<file path="src/rtl/hwt_pkg.sv">
`default_nettype none
// +----------------------------------------------------------------------+
// | Module  : hwt_pkg                                                    |
// | Brief   : Shared types, constants and golden function for the        |
// |           sequentially triggered trojan benchmark.                   |
// | Revision: 1.0 - initial release                                      |
// +----------------------------------------------------------------------+
package hwt_pkg;

  // Trigger FSM states
  typedef enum logic [1:0] {
    ST_IDLE  = 2'd0,
    ST_ARMED = 2'd1,
    ST_TRIG  = 2'd2
  } state_e;

  // Payload corruption styles
  localparam int PAYLOAD_INV  = 0;
  localparam int PAYLOAD_ZERO = 1;

  // Clean per-channel function; nibble is {D,C,B,A}
  function automatic logic golden4(input logic [3:0] x);
    return x[3] & ((x[0] & x[1]) | x[2]);
  endfunction

endpackage
`default_nettype wire

</file>
<file path="src/rtl/hwt_trigger_fsm.sv">
`default_nettype none
// +----------------------------------------------------------------------+
// | Module  : hwt_trigger_fsm                                            |
// | Brief   : Hit counter, IDLE/ARMED/TRIG state machine and optional    |
// |           payload duration timer.                                    |
// | Revision: 1.0 - initial release                                      |
// +----------------------------------------------------------------------+
module hwt_trigger_fsm
  import hwt_pkg::*;
#(
  parameter logic [3:0] TRIG_PATTERN   = 4'b0110,
  parameter int         TRIG_COUNT     = 8,
  parameter int         CONSECUTIVE    = 1,
  parameter int         PAYLOAD_CYCLES = 0,
  localparam int        CW             = $clog2(TRIG_COUNT + 1)
) (
  input  logic          clk,
  input  logic          rst,
  input  logic          en_i,
  input  logic [3:0]    pat_i,
  output logic          payload_active_o,
  output logic          triggered_o,
  output logic [CW-1:0] hit_count_o
);

  // Timer only needs to reach PAYLOAD_CYCLES-1; keep one bit when unused
  localparam int TW = (PAYLOAD_CYCLES > 0) ? $clog2(PAYLOAD_CYCLES + 1) : 1;

  state_e        state_q, state_d;
  logic [CW-1:0] cnt_q, cnt_d;
  logic [TW-1:0] timer_q, timer_d;
  logic          w_hit;
  logic [CW-1:0] w_cnt_inc;

  assign w_hit     = en_i && (pat_i == TRIG_PATTERN);
  assign w_cnt_inc = cnt_q + CW'(1);

  // State, counter and timer registers with synchronous reset
  always_ff @(posedge clk) begin
    if (rst) begin
      state_q <= ST_IDLE;
      cnt_q   <= '0;
      timer_q <= '0;
    end else begin
      state_q <= state_d;
      cnt_q   <= cnt_d;
      timer_q <= timer_d;
    end
  end

  // Next-state logic: count hits, fire at TRIG_COUNT, optionally time out
  always_comb begin
    state_d = state_q;
    cnt_d   = cnt_q;
    timer_d = timer_q;
    case (state_q)
      ST_IDLE: begin
        if (w_hit) begin
          cnt_d   = CW'(1);
          timer_d = '0;
          state_d = (TRIG_COUNT == 1) ? ST_TRIG : ST_ARMED;
        end
      end
      ST_ARMED: begin
        if (w_hit) begin
          cnt_d   = w_cnt_inc;
          timer_d = '0;
          if (w_cnt_inc == CW'(TRIG_COUNT)) begin
            state_d = ST_TRIG;
          end
        end else if (en_i && (CONSECUTIVE != 0)) begin
          cnt_d   = '0;
          state_d = ST_IDLE;
        end
      end
      ST_TRIG: begin
        cnt_d = CW'(TRIG_COUNT);
        if (PAYLOAD_CYCLES > 0) begin
          if (timer_q == TW'(PAYLOAD_CYCLES - 1)) begin
            state_d = ST_IDLE;
            cnt_d   = '0;
            timer_d = '0;
          end else begin
            timer_d = timer_q + TW'(1);
          end
        end
      end
      default: begin
        state_d = ST_IDLE;
        cnt_d   = '0;
        timer_d = '0;
      end
    endcase
  end

  assign payload_active_o = (state_q == ST_TRIG);
  assign triggered_o      = (state_q == ST_TRIG);
  assign hit_count_o      = cnt_q;

endmodule
`default_nettype wire

</file>
<file path="src/rtl/hwt_seq_trigger.sv">
`default_nettype none
// +----------------------------------------------------------------------+
// | Module  : hwt_seq_trigger                                            |
// | Brief   : Registered golden function over CHANNELS nibbles with a    |
// |           hidden counter-triggered payload that corrupts the output. |
// | Revision: 1.0 - initial release                                      |
// +----------------------------------------------------------------------+
module hwt_seq_trigger
  import hwt_pkg::*;
#(
  parameter int         CHANNELS       = 1,
  parameter logic [3:0] TRIG_PATTERN   = 4'b0110,
  parameter int         TRIG_COUNT     = 8,
  parameter int         CONSECUTIVE    = 1,
  parameter int         PAYLOAD_MODE   = 0,
  parameter int         PAYLOAD_CYCLES = 0
) (
  input  logic                               clk,
  input  logic                               rst,
  input  logic                               en,
  input  logic [4*CHANNELS-1:0]              din,
  output logic [CHANNELS-1:0]                dout,
  output logic                               triggered,
  output logic [$clog2(TRIG_COUNT+1)-1:0]    hit_count
);

  logic                w_payload;
  logic [CHANNELS-1:0] w_gold;
  logic [CHANNELS-1:0] dout_d;
  logic [CHANNELS-1:0] dout_q;

  hwt_trigger_fsm #(
    .TRIG_PATTERN   (TRIG_PATTERN),
    .TRIG_COUNT     (TRIG_COUNT),
    .CONSECUTIVE    (CONSECUTIVE),
    .PAYLOAD_CYCLES (PAYLOAD_CYCLES)
  ) u_fsm (
    .clk              (clk),
    .rst              (rst),
    .en_i             (en),
    .pat_i            (din[3:0]),
    .payload_active_o (w_payload),
    .triggered_o      (triggered),
    .hit_count_o      (hit_count)
  );

  generate
    for (genvar k = 0; k < CHANNELS; k++) begin : g_ch
      assign w_gold[k] = golden4(din[4*k +: 4]);
    end
  endgenerate

  // Payload selects the corrupted form based on the pre-edge FSM state
  always_comb begin
    dout_d = w_gold;
    if (w_payload) begin
      dout_d = (PAYLOAD_MODE == PAYLOAD_INV) ? ~w_gold : '0;
    end
  end

  // Output register; no combinational path from din to dout
  always_ff @(posedge clk) begin
    if (rst) begin
      dout_q <= '0;
    end else begin
      dout_q <= dout_d;
    end
  end

  assign dout = dout_q;

endmodule
`default_nettype wire

</file>
<file path="config.mk">
export PLATFORM = sky130hd
export DESIGN_NAME = hwt_seq_trigger
export DESIGN_NICKNAME = d
export VERILOG_FILES = /design/src/rtl/hwt_pkg.sv /design/src/rtl/hwt_trigger_fsm.sv /design/src/rtl/hwt_seq_trigger.sv
export SDC_FILE = /design/constraint.sdc
export NUM_CORES = 1
export LEC_CHECK = 0
export CAP_MARGIN = 25
export CORE_MARGIN = 2
export CORE_UTILIZATION = 26
export DETAILED_ROUTE_END_ITERATION = 7
export DONT_BUFFER_PORTS = 1
export PLACE_DENSITY = 0.36
export SLEW_MARGIN = 20
export SYNTH_ARGS = -nofsm -noshare
export SYNTH_HDL_FRONTEND = slang
export SYNTH_SLANG_ARGS = --single-unit
</file>
<file path="constraint.sdc">
create_clock -name clk -period 3.1 [get_ports clk]
set_clock_uncertainty 0.1 [all_clocks]
set_input_delay 0.62 -clock clk [delete_from_list [all_inputs] [get_ports clk]]
set_output_delay 0.62 -clock clk [all_outputs]
set_load 0.05 [all_outputs]
</file>
# Yosys cells after proc, flatten, opt, wreduce, memory -nomap -nowiden
# Cells that the tools add are included.
# op_classes
n_eq_ne,7
bitwise_logic,5
mux,10
n_addsub,1
n_reduce_logical,4
# ops
cell,n
4-bit 2-to-1 mux,3
4-bit case mux with 3 select lines,1
2-bit 2-to-1 mux,4
2-bit case mux with 3 select lines,1
4-bit by 1-bit adder with 4-bit output (second input constant),1
4-bit by 3-bit equality test with 1-bit output (second input constant),1
4-bit equality test (second input constant),1
4-bit AND reduction,1
3-bit by 2-bit != test with 1-bit output (second input constant),1
3-bit != test (second input constant),1
1-bit bitwise AND,2
2-bit by 1-bit equality test with 1-bit output (second input constant),1
2-bit equality test (second input constant),1
2-bit logical NOT,1
2-bit by 1-bit != test with 1-bit output (second input constant),1
1-bit inverter,2
2-bit AND reduction,1
1-bit logical AND,1
1-bit 2-to-1 mux,1
1-bit bitwise OR,1
# word_totals
in_bits,7
reg_bits,7
output_inout_bits,6

# Logic depth before layout (Yosys ltp)
# logic_depth
ltp_word,5
mapped_depth,4
mapped_depth_nobuf,4

# Cells and area by module
# From an unflattened synthesis, not the netlist that was laid out.
# hier_totals
hier_cells,43
hier_area_um2,404.1
# modules_own_cells
mod,cells_per_inst,n_inst,area_per_inst_um2
hwt_trigger_fsm,37,1,359.1
hwt_seq_trigger,6,1,45.0

# Worst setup path after synthesis
# OpenSTA, ideal clock, no wires.
# synth_timing
kind,reg2out
startpoint,register u_fsm.state_q[1]
endpoint,output port triggered
path_stages_with_launch,2
n_path_buf,0
arrival_ps,927
required_time_ps,2380
path_slack_ps,1453
cell_sequence,dfxtp_1 > nor2b_2
# synth_via
elab_chain_len,1
# synth_rtl
item,line_no,text
start: declaration,hwt_trigger_fsm.sv:29,"state_e state_q, state_d;"
start signal: assignment,hwt_trigger_fsm.sv:45,state_q <= state_d;
2-bit equality test,hwt_trigger_fsm.sv:97,assign triggered_o = (state_q == ST_TRIG);
end: declaration,hwt_seq_trigger.sv:23,"output logic triggered,"
# No other way between the ends.

# Worst setup path in the final report
# Same ends and word-level chain as after synthesis.

==> impl_metrics.yaml <==
outcome:
  outcome: "finished clean"
power_and_ir_drop:
  pwr-share-comb_pct: 4.7
  swShare_pct: 22.8
  power.density_cell_area_nw_per_um2: 414
  sw_power_uw: 43.0
  static-leakage-power_uw: 0.000154
  pwr-share-seq_pct: 51.5
  ir_drop_mv: 0.165
  power.internal_uw: 146
  pwr-share-clk_pct: 43.8
synth:
  yosys-top-cells-area: "sky130_fd_sc_hd__dfxtp_1 (34%), sky130_fd_sc_hd__a32o_1 (4.8%), sky130_fd_sc_hd__xor2_1 (4.2%), sky130_fd_sc_hd__a2111oi_2 (3.6%), sky130_fd_sc_hd__and4bb_1 (3.0%)"
  avg_inst_size_synth_um2: 9.00
  synth_adder_area_share_pct: 3.02
  synth-xor-area-share_pct: 4.23
  number_of_synthesized_flops_with_an_enable_pin: 0
  muxShareOfSynthArea_pct: 2.42
  synthCells: 46
  synthDominantAreaCellType: "sky130_fd_sc_hd__dfxtp_1"
  syn_nets: 54
  synth_compound_area_share_pct: 23.3
  yosys.cell_types.count: 30
  synth_top_family_by_area: "simple AND/OR/NAND/NOR gates"
  post_synth_and_or_nand_nor_area_fraction_pct: 29.3
  postSynth.asyncResetShare_pct: 0
  yosys.area.top_type_share_pct: 33.8
  synth_area_um2: 414
  dominantRegCellSynth: "sky130_fd_sc_hd__dfxtp_1"
  synth-warning-count: 0
  ys_seq_elements: 7
  ys_seq_area_share_pct: 33.8
cells_and_area:
  syn2layout_area_growth_pct: 9.97
  share_of_cells_above_drive_strength_1_pct: 14.3
  most-common-layout-cells: "sky130_fd_sc_hd__dfxtp_1 (7), sky130_fd_sc_hd__nand2_1 (3), sky130_fd_sc_hd__inv_1 (3), sky130_fd_sc_hd__clkbuf_4 (3)"
  antennaDiodeCount: 0
  final-instance-count-excl-fill: 65
  mostFrequentLayoutCell: "sky130_fd_sc_hd__dfxtp_1"
  nNetsFinal: 58
  final_design_area_no_fill_um2: 455
  utilization_pct: 30.2
worst_setup_path:
  worstReg2RegStart: "u_fsm.hit_count_o[0]"
  critical_path_required_ps: 2380
  timing_worst_setup_path_type: "reg2out"
  critical_path.startpoint_type: "flip-flop"
  path_delay_family: "simple AND/OR/NAND/NOR gates"
  critical_path_buf_inv_count: 0
  critical_path.startpoint: "u_fsm.state_q[1]"
  critical_path.cell_chain: "nor2b_2"
  critPathSlowestCell: "sky130_fd_sc_hd__nor2b_2"
  cp_slowest_stage_delay_ps: 600
  crit_arrival_ps: 1260
  worst_setup_path_end_kind: "output pin"
  critPathMaxFanout: 6
clocking:
  tritoncts: "done"
  post_cts.resized_instances: 0
  root_buffer: "sky130_fd_sc_hd__clkbuf_4"
  cts-root-to-sink-buffers: 2
  cts_hold_repair.buffers: 0
  worst_skew_pair.late_latency_ps: 250
  cts_setup_buffers: 0
  cts_made_buffers: 3
  htree_num_levels: 1
  clock_pin_slew_of_the_registers_on_the_worst_case_setup_and_hold_paths_ps: 50
  numClockSinks: 7
floorplan:
  die-height_um: 43.9
  initial_utilization_pct: 27.5
  io_pins: 13
  core_rows: 14
  die_x_um: 43.9
  coreArea_um2: 1510
  dieArea_um2: 1930
sta:
  rsz_0062_raised_after_global_routing: "false"
  final_max_slew_viol_count: 0
  max_slew_margin_pct: 56.1
  worst_pin_slew_ps: 655
  min_period_over_period_pct: 64.0
  final_period_minus_worst_setup_slack_ps: 1980
  achievable-frequency_mhz: 504
  hold_violations: 0
  setup_tns_ps: 0
  setup_viol_count_final: 0
placement:
  placement.cell_area_um2: 429
  dpl.cell_count: 61
  hpwlAfterDp_um: 741
  io_buffers: 0
  globalplace.congestion: 0.704
worst_hold_path:
  min_path_type: "in2reg"
  hp-start: "rst"
detailed_routing:
  postRouteWirelength_um: 961
  detailedRoute.firstIterationViolations: 5
  route.detailed.drc: 0
  drt-wirelength-per-cell_um: 14.8
  vias_per_cell: 5.55
  route.antenna.remaining_nets: 0
  num_vias: 361
  count_of_tritonroute_iterations_in_the_first_routing_pass: 3
job:
  number_of_maximum_capacitance_constraint_violations: 0
global_routing:
  grt_antenna_before_repair: 0
  number_of_global_route_vias_before_repair: 317
  grtUsageTotal_pct: 10.3
  pin_count_of_the_biggest_net_entering_global_routing: 10
  grt_overflow_total: 0
  grt_first_pass_wirelength_um: 1390
[cell usage after synthesis, types with 2 or more instances]
library cell / n
sky130_fd_sc_hd__a32o_1: 2
sky130_fd_sc_hd__nor2_1: 2
sky130_fd_sc_hd__a21oi_1: 2
sky130_fd_sc_hd__inv_1: 3
sky130_fd_sc_hd__xor2_1: 2
sky130_fd_sc_hd__dfxtp_1: 7
sky130_fd_sc_hd__nand4_1: 2
sky130_fd_sc_hd__nand2_1: 3
sky130_fd_sc_hd__o21ai_1: 2
[per-stage QoR]
stage / power [µW] / setup WS (ps) / hold WS (ps)
6_report: 189 / 1120 / 335
5_1_grt: 199 / 1060 / 321
4_1_cts: 192 / 1100 / 326
3_5_place_dp: 108 / 1370 / 440
3_3_place_gp: 108 / 1400 / 419
2_1_floorplan: 107 / 1450 / 389
[sequential cells by signal, indices dropped and copies added, names as in the netlist]
| name | cells |
|---|---|
| u_fsm.state_q | 2 |
| u_fsm.hit_count_o | 4 |
| dout | 1 |
[power by group through the flow]
| stage | Clock, µW | Sequential (µW) | Combinational (µW) |
|---|---|---|---|
| after floorplan | 0 | 98.3 | 9.14 |
| after global placement | 0 | 98.9 | 8.72 |
| after detailed placement | 0 | 99.0 | 8.84 |
| after CTS | 86.6 | 97.1 | 8.88 |
| after global routing | 91.6 | 97.2 | 9.74 |
| final | 82.6 | 97.1 | 8.81 |
[routing by layer]
metal	global-route usage, %	vias to the layer above	share of wire (%)
li1	-	183	-
met1	11.3	167	46
met2	15.3	9	45
met5	0	-	0
met3	7.50	2	8.8
met4	3.64	0	0.83
[kinds of logic after synthesis]
group | count (synthesis)
xor gates and xnor gates | 2
AOI/OAI and AO/OA | 13
DFF | 7
muxes | 1
buffers and inverters | 4
adders and majority gates | 1
and+or+nand+nor | 18
[layout make-up]
class                   instances  area, µm²
fillers                       178       1050
multi-input cells              35        258
flip-flops and latches          7        140
clock buffers                   4       26.3
well taps                      16       20.0
inverters                       3       11.3
[final timing paths]
kind / to / slack, ps / cells after the start
max: triggered / 1120 / 1
max reg2reg: u_fsm.hit_count_o[2] / 1510 / 3
min reg2reg: u_fsm.hit_count_o[0] / 440 / 1
min: dout / 330 / 1
Note: power is estimated with default switching activity, not from simulation.
